### src/rtl/tdm_pcm_tx_if.sv
// Frame handshake between the PCM producer and the TDM transmitter.
// One 16-channel frame of signed PCM words is transferred per in_valid && in_ready.
interface tdm_pcm_tx_if #(
    parameter int N_CH   = 16,
    parameter int DATA_W = 19
);
    logic                   in_valid;
    logic                   in_ready;
    logic [N_CH*DATA_W-1:0] pcm_flat;

    modport master (output in_valid, output pcm_flat, input in_ready);
    modport slave  (input in_valid, input pcm_flat, output in_ready);
endinterface

### src/rtl/tdm_pcm_tx.sv
// TDM PCM transmitter: double-buffered frame capture, bit clock generation and
// MSB-first slot serialization. Serial bits are muxed from the active frame.
//
// state | meaning
// IDLE  | link quiet (bclk/fs/sd low), waiting for the first frame
// RUN   | bclk running, frames streamed back to back (zeros on underrun)
module tdm_pcm_tx #(
    parameter int N_CH      = 16,
    parameter int DATA_W    = 19,
    parameter int SLOT_BITS = 24,
    parameter int CLK_DIV   = 4
) (
    input  logic        clk,
    input  logic        rst,
    tdm_pcm_tx_if.slave pcm,
    output logic        tdm_bclk,
    output logic        tdm_fs,
    output logic        tdm_sd,
    output logic        underrun,
    output logic        overrun
);
    localparam int SLOT_W = (N_CH > 1) ? $clog2(N_CH) : 1;
    localparam int BIT_W  = (SLOT_BITS > 1) ? $clog2(SLOT_BITS) : 1;
    localparam int DIV_W  = (CLK_DIV > 1) ? $clog2(CLK_DIV) : 1;

    localparam logic [SLOT_W-1:0] LAST_SLOT = SLOT_W'(N_CH - 1);
    localparam logic [BIT_W-1:0]  LAST_BIT  = BIT_W'(SLOT_BITS - 1);
    localparam logic [DIV_W-1:0]  DIV_LAST  = DIV_W'(CLK_DIV - 1);

    typedef enum logic {IDLE, RUN} state_t;
    typedef logic [DATA_W-1:0] word_t;

    state_t            state;
    word_t             hold_buf [N_CH];
    word_t             active   [N_CH];
    word_t             incoming [N_CH];
    logic              hold_full;
    logic [SLOT_W-1:0] slot_idx;
    logic [BIT_W-1:0]  bit_idx;
    logic [DIV_W-1:0]  div_cnt;

    logic              fall_edge;
    logic              frame_end;
    logic              load_now;
    logic              accept;
    logic [SLOT_W-1:0] nxt_slot;
    logic [BIT_W-1:0]  nxt_bit;

    // Bits past DATA_W inside a slot are padding and always transmit as 0.
    function automatic logic pick_bit(input word_t w, input logic [BIT_W-1:0] b);
        word_t sh;
        sh = w << b;
        return (int'(b) < DATA_W) ? sh[DATA_W-1] : 1'b0;
    endfunction

    always_comb begin
        for (int k = 0; k < N_CH; k++) begin
            incoming[k] = pcm.pcm_flat[k*DATA_W +: DATA_W];
        end
    end

    assign fall_edge    = (state == RUN) && (div_cnt == DIV_LAST) && tdm_bclk;
    assign frame_end    = (slot_idx == LAST_SLOT) && (bit_idx == LAST_BIT);
    assign load_now     = hold_full && ((state == IDLE) || (fall_edge && frame_end));
    assign pcm.in_ready = !hold_full || load_now;
    assign accept       = pcm.in_valid && pcm.in_ready;

    always_comb begin
        nxt_slot = slot_idx;
        nxt_bit  = bit_idx + BIT_W'(1);
        if (bit_idx == LAST_BIT) begin
            nxt_bit  = '0;
            nxt_slot = (slot_idx == LAST_SLOT) ? '0 : slot_idx + SLOT_W'(1);
        end
    end

    always_ff @(posedge clk or posedge rst) begin
        if (rst) begin
            state     <= IDLE;
            hold_full <= 1'b0;
            slot_idx  <= '0;
            bit_idx   <= '0;
            div_cnt   <= '0;
            tdm_bclk  <= 1'b0;
            tdm_fs    <= 1'b0;
            tdm_sd    <= 1'b0;
            underrun  <= 1'b0;
            overrun   <= 1'b0;
            for (int k = 0; k < N_CH; k++) begin
                hold_buf[k] <= '0;
                active[k]   <= '0;
            end
        end else begin
            underrun <= 1'b0;
            overrun  <= pcm.in_valid && !pcm.in_ready;

            // A capture in the same cycle as a transfer keeps the hold full.
            if (accept) begin
                hold_buf  <= incoming;
                hold_full <= 1'b1;
            end else if (load_now) begin
                hold_full <= 1'b0;
            end

            case (state)
                IDLE: begin
                    if (hold_full) begin
                        state    <= RUN;
                        active   <= hold_buf;
                        slot_idx <= '0;
                        bit_idx  <= '0;
                        div_cnt  <= '0;
                        tdm_bclk <= 1'b0;
                        tdm_fs   <= 1'b1;
                        tdm_sd   <= pick_bit(hold_buf[0], '0);
                    end
                end
                RUN: begin
                    if (div_cnt == DIV_LAST) begin
                        div_cnt  <= '0;
                        tdm_bclk <= !tdm_bclk;
                        if (tdm_bclk) begin
                            slot_idx <= nxt_slot;
                            bit_idx  <= nxt_bit;
                            tdm_fs   <= frame_end;
                            if (!frame_end) begin
                                tdm_sd <= pick_bit(active[nxt_slot], nxt_bit);
                            end else if (hold_full) begin
                                active <= hold_buf;
                                tdm_sd <= pick_bit(hold_buf[0], '0);
                            end else begin
                                active   <= '{default: '0};
                                tdm_sd   <= 1'b0;
                                underrun <= 1'b1;
                            end
                        end
                    end else begin
                        div_cnt <= div_cnt + DIV_W'(1);
                    end
                end
                default: state <= IDLE;
            endcase
        end
    end
endmodule

### src/flat_wrapper.sv
// flat-port wrapper written by rule: the top's interface ports become plain ports
module tdm_pcm_tx_flat 
#(
    parameter int N_CH      = 16,
    parameter int DATA_W    = 19,
    parameter int SLOT_BITS = 24,
    parameter int CLK_DIV   = 4
)
  (clk, rst, tdm_bclk, tdm_fs, tdm_sd, underrun, overrun, pcm_in_valid, pcm_pcm_flat, pcm_in_ready);
  tdm_pcm_tx_if #(.N_CH(N_CH), .DATA_W(DATA_W)) pcm_i ();
  input  logic clk;
  input  logic rst;
  output logic tdm_bclk;
  output logic tdm_fs;
  output logic tdm_sd;
  output logic underrun;
  output logic overrun;
  input wire logic [$bits(pcm_i.in_valid)-1:0] pcm_in_valid;
  input wire logic [$bits(pcm_i.pcm_flat)-1:0] pcm_pcm_flat;
  output wire logic [$bits(pcm_i.in_ready)-1:0] pcm_in_ready;
  assign pcm_i.in_valid = pcm_in_valid;
  assign pcm_i.pcm_flat = pcm_pcm_flat;
  assign pcm_in_ready = pcm_i.in_ready;
  tdm_pcm_tx #(.N_CH(N_CH), .DATA_W(DATA_W), .SLOT_BITS(SLOT_BITS), .CLK_DIV(CLK_DIV)) u_core (.clk(clk), .rst(rst), .pcm(pcm_i), .tdm_bclk(tdm_bclk), .tdm_fs(tdm_fs), .tdm_sd(tdm_sd), .underrun(underrun), .overrun(overrun));
endmodule
### config.mk
export PLATFORM = sky130hd
export DESIGN_NAME = tdm_pcm_tx_flat
export DESIGN_NICKNAME = d
export VERILOG_FILES = /design/src/rtl/tdm_pcm_tx_if.sv /design/src/rtl/tdm_pcm_tx.sv /design/src/flat_wrapper.sv
export SDC_FILE = /design/constraint.sdc
export NUM_CORES = 1
export LEC_CHECK = 0
export ABC_AREA = 1
export BUFFER_PORTS_ARGS = -buffer_cell sky130_fd_sc_hd__buf_2
export CAP_MARGIN = 10
export CORE_UTILIZATION = 24
export CTS_CLUSTER_SIZE = 25
export DETAILED_ROUTE_END_ITERATION = 12
export GPL_ROUTABILITY_DRIVEN = 0
export GPL_TIMING_DRIVEN = 0
export MAX_ROUTING_LAYER = met4
export PLACE_DENSITY = 0.44
export SLEW_MARGIN = 30
export SYNTH_ARGS = -nofsm -noshare
export SYNTH_HDL_FRONTEND = slang
export SYNTH_SLANG_ARGS = --single-unit
### constraint.sdc
create_clock -name clk -period 17.1 [get_ports clk]
set_input_delay 0.855 -clock clk [delete_from_list [all_inputs] [get_ports clk]]
set_output_delay 0.855 -clock clk [all_outputs]
set_load 0.05 [all_outputs]
# Word-level counts from Yosys, hierarchy flattened
# Cells that the tools add are included.
[classes] addsub=3 magnitude_cmp=2 n_eq_ne=7 shifts=1 n_mux=46 bitwise=2 n_reduce_logical=16
[op_table] op="304-bit two-way mux" n=5
[op_table] op="304-bit case mux with 2 select lines" n=1
[op_table] op="19-bit binary-select mux with 4-bit select" n=1
[op_table] op="19-bit two-way mux" n=2
[op_table] op="1-bit two-way mux" n=20
[op_table] op="4-bit two-way mux" n=5
[op_table] op="5-bit two-way mux" n=4
[op_table] op="19-bit by 5-bit << shifter with 19-bit output" n=1
[op_table] op="5-bit case mux with 2 select lines" n=1
[op_table] op="4-bit case mux with 2 select lines" n=1
[op_table] op="1-bit logical AND" n=7
[op_table] op="1-bit case mux with 2 select lines" n=3
[op_table] op="5-bit by 1-bit adder with 5-bit output, second input constant" n=1
[op_table] op="5-bit equality test, second input constant" n=1
[op_table] op="5-bit >= comparator, second input constant" n=1
[op_table] op="5-bit less-than comparator, second input constant" n=1
[op_table] op="4-bit inverter with 5-bit output" n=1
[op_table] op="4-bit by 1-bit adder with 4-bit output, second input constant" n=1
[op_table] op="4-bit equality test, second input constant" n=1
[op_table] op="2-bit two-way mux" n=2
[op_table] op="2-bit by 1-bit inequality test with 1-bit output, second input constant" n=2
[op_table] op="2-bit inequality test, second input constant" n=2
[op_table] op="2-bit case mux with 2 select lines" n=1
[op_table] op="4-bit AND reduction" n=1
[op_table] op="8 further kinds" n=11
[word_totals] register_bits=626 in_bits=307 output_inout_bits=6 wordCells=119

# Longest topological paths before layout
[logic_depth] word_depth=13 depth_mapped=23 mapped_depth_nobuf=22

# Worst setup path after synthesis
# OpenSTA, ideal clock, no wires.
[synth_path] path_type="register to register" startpoint="register u_core.bit_idx[0]" endpoint="register u_core.hold_buf[245] (netlist bit)" setup_time_ns=0.128 t_arrival_ns=2.424 required_time_ns=16.972 slack_ns=14.549 stages_incl_launch_ff=11 path_buffers=2 synth_period_minus_slack_ns=2.551 cell_sequence="dfrtp_1 ha_1 nand4_1 or2_1 o21ai_4 inv_2 nand2_2 nand2_1 buf_2 buf_2 mux2_1"
[synth_via] elab_chain_cells=7
[synth_lines] element="start, declared" line="tdm_pcm_tx.sv:39" text="logic [BIT_W-1:0] bit_idx;"
[synth_lines] element="start signal, assigned" line="tdm_pcm_tx.sv:124" text="bit_idx <= nxt_bit;"
[synth_lines] element="5-bit equality test" line="tdm_pcm_tx.sv:63" text="assign frame_end = (slot_idx == LAST_SLOT) && (bit_idx == LAST_BIT);"
[synth_lines] element="1-bit logical AND" line="tdm_pcm_tx.sv:63"
[synth_lines] element="1-bit logical AND" line="tdm_pcm_tx.sv:64" text="assign load_now = hold_full && ((state == IDLE) || (fall_edge && frame_end));"
[synth_lines] element="1-bit logical OR" line="tdm_pcm_tx.sv:64"
[synth_lines] element="1-bit logical AND" line="tdm_pcm_tx.sv:64"
[synth_lines] element="1-bit logical OR" line="tdm_pcm_tx.sv:65" text="assign pcm.in_ready = !hold_full || load_now;"
[synth_lines] element="named net pcm_in_ready" line="flat_wrapper.sv:20" text="output wire logic [$bits(pcm_i.in_ready)-1:0] pcm_in_ready;"
[synth_lines] element="1-bit logical AND" line="tdm_pcm_tx.sv:66" text="assign accept = pcm.in_valid && pcm.in_ready;"
[synth_lines] element="end signal, assigned" line="tdm_pcm_tx.sv:99" text="hold_buf <= incoming;"
[synth_lines] element="end, declared" line="tdm_pcm_tx.sv:34" text="word_t hold_buf [N_CH];"
# The timed path passes the listed nets, and every way through them passes these cells.
# A chain may end at the register's enable or synchronous reset.

# Final worst setup path
[layout_path] startpoint="register u_core.bit_idx[0]" endpoint="register u_core.active[188] (netlist bit)"
[layout_via] elab_chain_cells=4
[layout_lines] element="5-bit equality test" line="tdm_pcm_tx.sv:63"
[layout_lines] element="1-bit logical AND" line="tdm_pcm_tx.sv:63"
[layout_lines] element="2-bit inequality test (no source line)"
[layout_lines] element="4-bit AND reduction (no source line)"
[layout_lines] element="end signal, assigned" line="tdm_pcm_tx.sv:109" text="active <= hold_buf;"
[layout_lines] element="end signal, assigned" line="tdm_pcm_tx.sv:129" text="active <= hold_buf;"
[layout_lines] element="end, declared" line="tdm_pcm_tx.sv:35" text="word_t active [N_CH];"
# No other way between the ends.

==> run summary <==
The run finished with clean final reports. The worst setup path is launched from a flip-flop. Setup slack closes at 13.12 ns. The share of total power consumed by net switching is 0.235. Counting flops and latches in the post-synthesis netlist gives 626. The wire length reported by the detailed router came out at 111000 um. The number of buffers inserted during clock tree synthesis is 76. For this design, the CTS-stage hold fixing added 0 buffers. The cell at the root of the clock tree is clkbuf_16. Dividing total power by cell area gives a power density of 105 mW/mm^2. The share of power burned in registers is 0.454. The total congestion overflow after global routing is 0. Together, buffers and inverters on the worst path number 3.

After synthesis, the mean cell area works out to 9.03 um^2. By area the synthesized netlist is led by dfrtp_1 59%, inv_1 7.4%, nand3_1 6.9%. The CTS H-tree depth came out at 3.

The final hold violation count is 0. In the layout the commonest cells are 626 x dfrtp_1, 524 x inv_1, 395 x buf_2. The max capacitance violation total is 0. The final clock period utilization by the worst path came out at 0.233.

The maximum VDD drop is 0.0000683 V. Timing analysis after detailed placement gives a worst setup slack of 13.15 ns. The initial antenna violation count is 12. The final setup violation count is 0. The arrival time reported for the critical path endpoint is 4.49 ns. The filler cell count in the final layout is 11.8k. The die outline width came out at 335 um.

Setup repair after global routing left no endpoint under its margin. The final design utilization came out at 0.305. The post-route total power came out at 3.51 mW. Of all cell types, the one taking the most synthesized area is dfrtp_1. The initial utilization of the core area, before any placement, comes to 0.244.

The floorplan row count came out at 121. The count of placed standard cells in the final layout, fillers left out is 4914. The number of warning messages in the yosys log came out at 0. At the pin with the least slew margin, the transition time is 1.04 ns.

STA puts the critical path data required time at 17.61 ns. STA classifies the critical path endpoint as a flip-flop. The kind of cell with the highest combined delay along the critical path is simple AND/OR/NAND/NOR gates. The setup clock skew after layout came out at 0.0433 ns. Measured along the y axis, the die boundary spans 335 um. The count of nets after finishing came out at 3684. The most common cell after layout, fill and taps aside is dfrtp_1. The number of instances in the synthesized netlist is 2957. The worst-case headroom to the max-slew limit is 0.306. The number of top-level pins is 313. The post-route minimum period came out at 3.98 ns. The clock passes through at most 3 buffers. In this run the worst path has a maximum fanout of 10. The number of instances resized during post-cts repair is 0. The proportion of power drawn by the clock network came out at 0.486.

The fraction of layout instances using a drive strength above 1 is 0.182. The number of global-route vias before repair came out at 22.5k. The leakage power is 16.9 nW.

The iteration-0 DRC count of the detailed router is 1862. The mapped netlist covers 0.0267 mm^2. The source-to-sink clock delay at the later pin of the worst-skew pair is 0.66 ns. The worst setup path is of the reg2reg kind. Timing would allow up to 0.251 GHz.

The number of port buffers is 312. The largest net degree at the start of global routing is 29. The count of placed standard cells including taps came out at 4772. The first global-routing pass estimated 157000 um of wire. The average vias per placed instance came out at 4.59. The share of the synthesized area in the top cell type is 0.587. The critical path goes through ha_1 -> nand4_1 -> or2_1 -> o21ai_4 -> inv_2 -> nor2_2 -> clkbuf_1 -> buf_2 -> o22ai_1. The number of antenna-violating nets in the routed design is 0.

The cell-internal power is 2.69 mW. The largest stage delay on the critical path came out at 0.80 ns. The detail-routed net length per standard cell came out at 22.5 um. The number of slew-limit violations in the final report is 0. The layout-stage area growth over the synthesis result is 25.1%. The post-detailed-route DRC marker count is 0. The relative contribution of combinational cells to total power is 0.060. The die footprint came out at 0.113 mm^2. The number of nets in the synthesized netlist is 3267. The number of vias after detailed routing came out at 22.5k. The final-layout setup total negative slack is 0 ns. The post-CTS setup-driven buffer insertion count is 0. The clock tree from TritonCTS is yes. The cell with the largest stage delay on the worst path is clkbuf_1. The netlist uses 34 different library cells.

The net load switching power is 824 uW. In this run the worst hold path is classified as in2async. The clock-pin slew on the worst setup and hold paths came out at 0.06 ns. The total core area came out at 0.110 mm^2.

The global-route usage over all layers came out at 0.201. The number of sinks driven by the clock tree came out at 626. For this run, the detailed router's first-pass iteration total came to 6.

The post-synthesis sequential area ratio came out at 0.587. The HPWL after detailed placement is 83900 um.
Yosys cell counts, drive strengths merged:
cell type and number:
dfrtp 626, inv 529, nand3 366, nor2 269, a21oi 268, nand2 268
o22ai 216, o21ai 109, buf 100, clkbuf 100, mux2 53, o211ai 28
a32o 10, ha 3, nor3 3, nand4 2, a21boi 1, a22o 1
a22oi 1, clkinv 1, o32ai 1, or2 1, xor2 1
cell type report:
cell class	instances	area, um^2	share of cell area
Clock inverter	29	398	0.0119
Multi-Input combinational cell	1601	8140	0.244
Timing Repair Buffer	339	2160	0.0648
Antenna cell	6	15.0	0.000450
Clock buffer	107	2260	0.0677
Sequential cell	626	15700	0.469
Buffer	200	897	0.0269
Inverter	530	1990	0.0597
Tap cell	1476	1850	0.0553
worst paths after layout:
| path | from | end | slack (ns) | depth (start not counted) |
|---|---|---|---|---|
| hold / removal | rst | u_core.hold_buf[206] | 0.09 | 2 |
| max in group asynchronous | rst | u_core.hold_buf[36] | 15.07 | 10 |
| hold reg to reg | u_core.active[166] | u_core.active[166] | 0.48 | 2 |
| setup reg to reg | u_core.bit_idx[0] | u_core.active[188] | 13.12 | 9 |
| setup / recovery | u_core.bit_idx[0] | u_core.active[188] | 13.12 | 9 |
| min in group clk | pcm_pcm_flat[294] | u_core.hold_buf[9] | 0.44 | 2 |
routing by layer:
metal	global-route usage	part of all wire	wire length, um	vias up
met4	0.0628	0.032	3520	0
li1	-	-	-	10500
met5	-	0	0	-
met2	0.315	0.47	51800	813
met3	0.0415	0.069	7620	224
met1	0.258	0.43	47600	11000
flip-flops by register name, summed over array words and instances (netlist names), 2 cells and up:
register	cells
u_core.bit_idx	5
u_core.active	304
u_core.slot_idx	4
u_core.div_cnt	2
u_core.hold_buf	304
cell families after synthesis:
| logic type | Yosys count | synth area share |
|---|---|---|
| AND/OR/NAND/NOR | 909 | 0.146 |
| buffers and inverters | 730 | 0.108 |
| AO/OA/AOI/OAI | 635 | 0.135 |
| flip-flops | 626 | 0.587 |
| multiplexers | 53 | 0.0224 |
| adder cells (fa/ha/maj) | 3 | 0.00141 |
| XOR/XNOR | 1 | 0.000328 |
metrics by stage:
stage | hold WS, ns | area (um^2)
floorplan | 0.448 | 26700
global placement | 0.463 | 30100
detailed placement | 0.468 | 30700
CTS | 0.0533 | 33400
global route | 0.0741 | 33400
finish | 0.0870 | 33400
power by group through the flow:
stage | registers [mW] | clock network [mW] | logic [mW]
floorplan | 1.61 | 0 | 0.102
global route | 1.60 | 1.80 | 0.237
finish | 1.59 | 1.71 | 0.211
global placement | 1.63 | 0 | 0.196
detailed placement | 1.62 | 0 | 0.217
CTS | 1.59 | 1.74 | 0.218
No activity file was read; power rests on OpenSTA's default activity.
